**src/rtl/fetch_stage.sv**
```systemverilog
// Instruction-fetch stage: owns the PC, the IF/ID pipeline register and the
// RUN/HALTED fetch state machine, plus a saturating count of enabled RUN cycles.
module fetch_stage #(
  parameter int unsigned               NB_ADDR     = 32,
  parameter int unsigned               NB_INSTR    = 32,
  parameter int unsigned               NB_OPCODE   = 6,
  parameter logic [NB_OPCODE-1:0]      HALT_OPCODE = 6'b111111,
  parameter int unsigned               NB_COUNT    = 32
) (
  input  logic                i_clock,
  input  logic                i_reset,
  input  logic                i_enable,
  input  logic                i_hazard,
  input  logic                i_branch_taken,
  input  logic [NB_ADDR-1:0]  i_branch_target,
  input  logic                i_jump,
  input  logic [NB_ADDR-1:0]  i_jump_target,
  output logic [NB_ADDR-1:0]  o_imem_addr,
  input  logic [NB_INSTR-1:0] i_imem_data,
  output logic [NB_INSTR-1:0] o_instr,
  output logic [NB_ADDR-1:0]  o_pc_next,
  output logic                o_valid,
  output logic                o_halt,
  output logic [NB_COUNT-1:0] o_cycle_count
);

  typedef enum logic {RUN, HALTED} state_e;

  state_e              state_q;
  logic [NB_ADDR-1:0]  pc_q, pc_d;
  logic [NB_INSTR-1:0] instr_q, instr_d;
  logic [NB_ADDR-1:0]  pc_next_q, pc_next_d;
  logic                valid_q, valid_d;
  logic [NB_COUNT-1:0] count_q, count_d;

  logic [NB_ADDR-1:0]  pc_plus4;
  logic [NB_ADDR-1:0]  redirect_target;
  logic                redirect;
  logic                is_halt;
  logic                halt_entry;

  assign pc_plus4        = pc_q + NB_ADDR'(4);
  assign redirect        = i_branch_taken | i_jump;
  // The branch comes from the older instruction, so it beats a same-cycle jump.
  assign redirect_target = i_branch_taken ? i_branch_target : i_jump_target;
  assign is_halt         = (i_imem_data[NB_INSTR-1 -: NB_OPCODE] == HALT_OPCODE);
  assign halt_entry      = (state_q == RUN) && !redirect && !i_hazard && is_halt;

  always_comb begin
    // NOTE: every _d gets a hold default first so no path leaves it unassigned (no latches).
    pc_d      = pc_q;
    instr_d   = instr_q;
    pc_next_d = pc_next_q;
    valid_d   = valid_q;
    count_d   = count_q;
    if (i_enable) begin
      if ((state_q == RUN) && (count_q != '1)) count_d = count_q + NB_COUNT'(1);
      if (redirect) begin
        pc_d      = redirect_target;
        instr_d   = '0;
        pc_next_d = '0;
        valid_d   = 1'b0;
      end else if (state_q == HALTED) begin
        instr_d   = '0;
        pc_next_d = '0;
        valid_d   = 1'b0;
      end else if (!i_hazard) begin
        instr_d   = i_imem_data;
        pc_next_d = pc_plus4;
        valid_d   = 1'b1;
        // A fetched HALT keeps the PC parked on itself.
        if (!is_halt) pc_d = pc_plus4;
      end
    end
  end

  // NOTE: reset is sampled on the clock edge and uses <= like every other state update.
  always_ff @(posedge i_clock) begin
    if (!i_reset) begin
      state_q   <= RUN;
      pc_q      <= '0;
      instr_q   <= '0;
      pc_next_q <= '0;
      valid_q   <= 1'b0;
      count_q   <= '0;
    end else begin
      pc_q      <= pc_d;
      instr_q   <= instr_d;
      pc_next_q <= pc_next_d;
      valid_q   <= valid_d;
      count_q   <= count_d;
      if (i_enable) begin
        case (state_q)
          RUN:     if (halt_entry) state_q <= HALTED;
          HALTED:  if (redirect)   state_q <= RUN;
          default: state_q <= RUN;
        endcase
      end
    end
  end

  assign o_imem_addr   = pc_q;
  assign o_instr       = instr_q;
  assign o_pc_next     = pc_next_q;
  assign o_valid       = valid_q;
  assign o_halt        = (state_q == HALTED);
  assign o_cycle_count = count_q;

endmodule

```
**config.mk**
```make
export PLATFORM = sky130hd
export DESIGN_NAME = fetch_stage
export DESIGN_NICKNAME = d
export VERILOG_FILES = /design/src/rtl/fetch_stage.sv
export SDC_FILE = /design/constraint.sdc
export NUM_CORES = 1
export LEC_CHECK = 0
export BUFFER_PORTS_ARGS = -buffer_cell sky130_fd_sc_hd__clkbuf_2
export CAP_MARGIN = 25
export CORE_MARGIN = 2
export CORE_UTILIZATION = 25
export CTS_CLUSTER_SIZE = 10
export DETAILED_ROUTE_END_ITERATION = 10
export PLACE_DENSITY_LB_ADDON = 0.15
export SLEW_MARGIN = 20
export SYNTH_ARGS = -nofsm -noshare
export SYNTH_HDL_FRONTEND = slang
export SYNTH_SLANG_ARGS = --single-unit
```
**constraint.sdc**
```tcl
create_clock -name i_clock -period 3.66 [get_ports i_clock]
set_input_delay 0.366 -clock i_clock [delete_from_list [all_inputs] [get_ports i_clock]]
set_output_delay 0.366 -clock i_clock [all_outputs]
set_load 0.05 [all_outputs]
```
Yosys cells after proc, flatten, opt, wreduce, memory -nomap -nowiden
Cells that the tools add are included.
{"block": "classes", "add_sub_neg": 2, "eq_ne": 6, "n_mux": 17, "bitwise_logic": 2, "reduce_logical": 9}
{"op": "32-bit 2-to-1 mux", "count": 11}
{"op": "32-bit by 1-bit adder with 32-bit output (second input constant)", "count": 1}
{"op": "32-bit by 3-bit adder with 32-bit output (second input constant)", "count": 1}
{"op": "32-bit != test (second input constant)", "count": 1}
{"op": "6-bit equality test (second input constant)", "count": 1}
{"op": "1-bit 2-to-1 mux", "count": 5}
{"op": "1-bit logical AND", "count": 4}
{"op": "2-bit by 1-bit != test with 1-bit output (second input constant)", "count": 2}
{"op": "2-bit AND reduction", "count": 2}
{"op": "4-bit AND reduction", "count": 1}
{"op": "3-bit by 1-bit != test with 1-bit output (second input constant)", "count": 1}
{"op": "1-bit logical NOT", "count": 2}
{"op": "2-bit != test (second input constant)", "count": 1}
{"op": "1-bit one-hot mux with 2 select lines", "count": 1}
{"op": "1-bit inverter", "count": 1}
{"op": "1-bit OR", "count": 1}
{"block": "totals", "register_bits": 130, "input_bits": 102, "output_inout_bits": 130, "word_cells": 42}

Depth between registers and ports, before layout
{"block": "depth", "depth_word": 7, "depth_mapped": 9, "depth_no_buf": 6}

Least setup slack after synthesis
Ideal clock, no wire load.
{"block": "synth_path", "kind": "reg-to-reg", "start": "reg pc_q[5], in the netlist o_imem_addr[5]", "end": "reg pc_q[31], in the netlist o_imem_addr[31]", "setup_ns": 0.122, "arrival_ns": 2.259, "required_time_ns": 3.538, "path_slack_ns": 1.279, "path_stages_with_launch": 6, "path_buffers": 0, "synth_period_minus_slack_ns": 2.381, "cell_sequence": "dfxtp_1 nand4_2 or4_4 nor4_4 nor3_1 a311o_1"}
{"block": "synth_between", "elab_chain_len": 5}
{"element": "start, declared", "line_no": "30", "text": "logic [NB_ADDR-1:0] pc_q, pc_d;"}
{"element": "start signal, assigned", "line_no": "87", "text": "pc_q <= pc_d;"}
{"element": "32-bit by 3-bit adder with 32-bit output", "line_no": "42", "text": "assign pc_plus4 = pc_q + NB_ADDR'(4);"}
{"element": "32-bit 2-to-1 mux", "line_no": "72", "text": "if (!is_halt) pc_d = pc_plus4;"}
{"element": "32-bit 2-to-1 mux", "line_no": "67", "text": "end else if (!i_hazard) begin"}
{"element": "32-bit 2-to-1 mux", "line_no": "63", "text": "end else if (state_q == HALTED) begin"}
{"element": "32-bit 2-to-1 mux", "line_no": "58", "text": "if (redirect) begin"}
Every way passes these cells. The select of a mux whose other input is x is not followed.
A chain may end at the register's enable or synchronous reset.

Final worst setup path
{"block": "layout_path", "start": "reg count_q[11], in the netlist o_cycle_count[11]", "end": "reg count_q[12], in the netlist o_cycle_count[12]"}
{"block": "layout_between", "elab_chain_len": 3, "word_cells_on_any_way": 4, "classes_between": "1 x add/sub; 1 x eq/ne; 2 x reduce/logical"}
{"element": "start, declared", "line_no": "34", "text": "logic [NB_COUNT-1:0] count_q, count_d;"}
{"element": "start signal, assigned", "line_no": "91", "text": "count_q <= count_d;"}
{"element": "branches (longest 3 deep; another with 32-bit by 1-bit adder with 32-bit output)"}
Several ways; the timed one is not identified.

==> run metrics <==
CTS HTree Levels=4; hold buffer count at cts=0; clock share of power=48.0%; wire length of the first global-routing pass=36900 um; via count of the first global-routing pass=6337; CP Cell Sequence=nand4_2 -> or4_1 -> o21ai_1 -> o311ai_0 -> o41ai_1; EDFF count, synth=0; number of cells on the worst hold path=3; final setup violating endpoints=0; WS Path Type=flop to flop; dpl hpwl=17200 um; total wire length=24100 um; Netlist Area Pre-Place=6440 sq um; max-slew violation total from the final report=0; library cell contributing the largest single delay on the critical path=sky130_fd_sc_hd__o21ai_1; R2R Path End=o_cycle_count[12]; data required time of the worst path=3.97 ns; cell at the root of the clock tree=sky130_fd_sc_hd__clkbuf_16; flop and latch count out of synthesis=130; cell area after layout=8520 sq um; Placed Area=7900 sq um; category of the worst setup path launch point=flop; synthesized instance count=768; TritonCTS clock tree=yes; power share of the sequential group=39.8%; Critical Path Max Stage Delay=0.72 ns; clock latency on the worst-skew pair=0.42 ns; Synth Warn #=0; Total Die Area=27100 sq um; average cell area after synthesis=8.39 sq um; initial core utilization=25.5%; post-route DRC violation count=0; Final Hold Fails=0; average routed wire per standard cell=18.3 um; pin slew with the least headroom to its limit=0.854 ns; total via count in the routed design=6673; number of core rows=58; type of element capturing the critical path=flop; total number of clock tree sinks=130; number of buffers added by the clock tree synthesis step=17; Max Root-Sink Buffers=2; worst min-delay path category=primary input to flop; Clock Skew=0.0117 ns; maximum number of pins on one net before global-route repair=53; Syn-to-layout area delta=32.3%; Die X-Extent=165 um; max_slew headroom=42.7%; final global-route overflow total=0; max-cap violation count=0; # fillers=2738; power density over the cells=444 nW/um^2; worst setup slack for register-to-register paths=1.20 ns; internal power=2.69 mW; clock-pin slew on the worst setup and hold paths=0.07 ns; largest fanout of any net on the critical path=13; Max Clock Freq=0.407 GHz; worst path arrival time=2.77 ns; startpoint of the most critical register-to-register path=o_cycle_count[11]; height of the chip=165 um; GPL Wtd Cong=0.782; Bufs and invs on worst path=0; P_leak=3.45 nW; proportion of register bits with asynchronous set or reset after synthesis=0%; 1st-pass router iterations=5; share of post-route cells with drive strength above 1=30.1%; run status=finished, final reports clean; RSZ-0062 raised after global routing=false; Top FF cell, synth=sky130_fd_sc_hd__dfxtp_1; library cells used by synthesis=66; final period demand of the worst path=2.46 ns; CP delay by family, top=compound AO/OA/AOI/OAI gates; worst-case hold path end point=o_instr[15]; part of the total power dissipated in combinational logic=12.2%; layout net count=1079; total routing usage reported by global routing=17.6%; largest vdd supply drop=202 uV; sequential element share of the synthesized area=40.4%; worst reg2reg path depth=5; accumulated negative setup slack=0 ns; share of total power consumed by net switching=28.9%; I/O Pins=232; initial antenna violation count=1; number of nets with antenna violations after routing=0; Switching Power=1.09 mW; DRC marker count from the first detailed-route iteration=393; total core area=25300 sq um; Post-CTS Repair Setup Buffers=0; Gates resized, CTS repair=0; nets in the synthesized netlist=872; final worst path period share=67.1%; storage element area=2600 sq um; area used by multi-input combinational logic=3590 sq um; Vias per Instance=5.06; count of input and output buffers=231; critical hold path startpoint=i_imem_data[15]
[cells in the mapped netlist (4+ instances only)]
| library cell | count | area share (%) |
|---|---|---|
| sky130_fd_sc_hd__dfxtp_1 | 130 | 40 |
| sky130_fd_sc_hd__nor2_1 | 91 | 5.3 |
| sky130_fd_sc_hd__nand2_1 | 66 | 3.8 |
| sky130_fd_sc_hd__a22oi_1 | 57 | 6.6 |
| sky130_fd_sc_hd__nand3_1 | 38 | 3.0 |
| sky130_fd_sc_hd__clkbuf_1 | 37 | 2.2 |
| sky130_fd_sc_hd__a21oi_1 | 33 | 2.6 |
| sky130_fd_sc_hd__o21ai_0 | 31 | 2.4 |
| sky130_fd_sc_hd__nand4_1 | 24 | 2.3 |
| sky130_fd_sc_hd__xor2_1 | 20 | 2.7 |
| sky130_fd_sc_hd__o211ai_1 | 16 | 1.9 |
| sky130_fd_sc_hd__buf_2 | 15 | 1.2 |
| sky130_fd_sc_hd__or4_1 | 14 | 1.6 |
| sky130_fd_sc_hd__nand2b_1 | 12 | 1.2 |
| sky130_fd_sc_hd__xnor2_1 | 12 | 1.6 |
| sky130_fd_sc_hd__nor3_1 | 11 | 0.85 |
| sky130_fd_sc_hd__o31ai_1 | 11 | 1.3 |
| sky130_fd_sc_hd__and3_1 | 10 | 0.97 |
| sky130_fd_sc_hd__mux2i_1 | 10 | 1.6 |
| sky130_fd_sc_hd__and4_1 | 9 | 1.2 |
| sky130_fd_sc_hd__inv_1 | 9 | 0.52 |
| sky130_fd_sc_hd__nor4_1 | 9 | 0.87 |
| sky130_fd_sc_hd__or3_1 | 7 | 0.68 |
| sky130_fd_sc_hd__a221o_1 | 5 | 0.78 |
| sky130_fd_sc_hd__o21ai_1 | 5 | 0.39 |
| sky130_fd_sc_hd__o22ai_1 | 5 | 0.49 |
| sky130_fd_sc_hd__o311ai_0 | 5 | 0.68 |
| sky130_fd_sc_hd__o31a_1 | 5 | 0.68 |
| sky130_fd_sc_hd__a31oi_1 | 4 | 0.39 |
| sky130_fd_sc_hd__buf_1 | 4 | 0.23 |
[flip-flops by register name, summed over array words and instances (netlist names)]
name,cells
o_instr,32
o_cycle_count,32
o_imem_addr,32
o_halt,1
o_valid,1
o_pc_next,32
[layout by cell type, fill, tap and decap left out, types with 4 or more instances in the layout]
master and instances:
sky130_fd_sc_hd__clkbuf_2 231, sky130_fd_sc_hd__dfxtp_1 130, sky130_fd_sc_hd__nor2_1 91, sky130_fd_sc_hd__nand2_1 66
sky130_fd_sc_hd__a22oi_1 57, sky130_fd_sc_hd__nand3_1 38, sky130_fd_sc_hd__a21oi_1 33, sky130_fd_sc_hd__o21ai_0 31
sky130_fd_sc_hd__nand4_1 24, sky130_fd_sc_hd__xor2_1 20, sky130_fd_sc_hd__clkbuf_16 17, sky130_fd_sc_hd__o211ai_1 16
sky130_fd_sc_hd__or4_1 14, sky130_fd_sc_hd__xnor2_1 12, sky130_fd_sc_hd__nand2b_1 12, sky130_fd_sc_hd__nor3_1 11
sky130_fd_sc_hd__buf_4 11, sky130_fd_sc_hd__and3_1 10, sky130_fd_sc_hd__o31ai_1 10, sky130_fd_sc_hd__mux2i_1 10
sky130_fd_sc_hd__and4_1 9, sky130_fd_sc_hd__nor4_1 8, sky130_fd_sc_hd__inv_1 8, sky130_fd_sc_hd__or3_1 7
sky130_fd_sc_hd__inv_6 6, sky130_fd_sc_hd__o21ai_1 5, sky130_fd_sc_hd__a221o_1 5, sky130_fd_sc_hd__o311ai_0 5
sky130_fd_sc_hd__o31a_1 5, sky130_fd_sc_hd__o22ai_1 5, sky130_fd_sc_hd__a31oi_1 4
[area by class of cell]
cell class | count | area share, %
multi-input cells | 572 | 42.2
flip-flops and latches | 130 | 30.5
repair buffers | 244 | 14.8
clock buffers | 18 | 5.15
well taps | 330 | 4.85
clock inverters | 14 | 2.06
inverters | 10 | 0.440
diodes | 1 | 0.0294
[per-layer routing]
metal / global-route usage, % / wire length (um)
met3: 5.10 / 1610
met2: 27.1 / 10800
met1: 23.9 / 11300
met5: 0 / 0
met4: 5.53 / 410
[how the worst max path moves through the flow]
| stage | from | end | slack, ns | cells after the start |
|---|---|---|---|---|
| after floorplan | o_imem_addr[5] | o_imem_addr[31] | 1.28 | 5 |
| after global placement | i_branch_taken | o_imem_addr[30] | 1.10 | 6 |
| after detailed placement | i_jump | o_imem_addr[18] | 1.14 | 6 |
| after CTS | o_cycle_count[11] | o_cycle_count[12] | 1.20 | 5 |
| after global routing | o_cycle_count[11] | o_cycle_count[12] | 0.96 | 5 |
| final | o_cycle_count[11] | o_cycle_count[12] | 1.20 | 5 |
[through the flow]
step | power [mW] | setup WS (ns) | hold WS, ns | std cells | util [%]
floorplan | 1.82 | 1.28 | 0.514 | 768 | -
global placement | 2.00 | 1.10 | 0.440 | 1284 | 31.2
detailed placement | 2.00 | 1.14 | 0.444 | 1285 | 31.3
CTS | 3.86 | 1.20 | 0.159 | 1317 | 33.7
global route | 3.96 | 0.955 | 0.185 | 1318 | 33.7
finish | 3.79 | 1.20 | 0.179 | 1319 | 33.7
[power by group through the flow]
stage	clock, mW	sequential, mW	combinational, mW
detailed placement	0	1.54	0.466
global route	1.95	1.51	0.500
floorplan	0	1.64	0.186
CTS	1.89	1.51	0.467
finish	1.82	1.51	0.461
global placement	0	1.54	0.463
[cells by family after synthesis]
group,count (synthesis),share of synthesized area (%)
AOI/OAI and AO/OA,209,22.6
DFF,130,40.4
muxes,13,2.08
buffers and inverters,66,4.14
and+or+nand+nor,316,26.0
xor gates and xnor gates,32,4.35
adders and majority gates,2,0.389
[worst reg2reg max path: stages (launching register included)]
cell and delay [ns]:
sky130_fd_sc_hd__dfxtp_1 0.45, sky130_fd_sc_hd__nand4_2 0.22, sky130_fd_sc_hd__or4_1 0.66, sky130_fd_sc_hd__o21ai_1 0.72, sky130_fd_sc_hd__o311ai_0 0.21, sky130_fd_sc_hd__o41ai_1 0.10
Power figures use the tool's default switching activity.
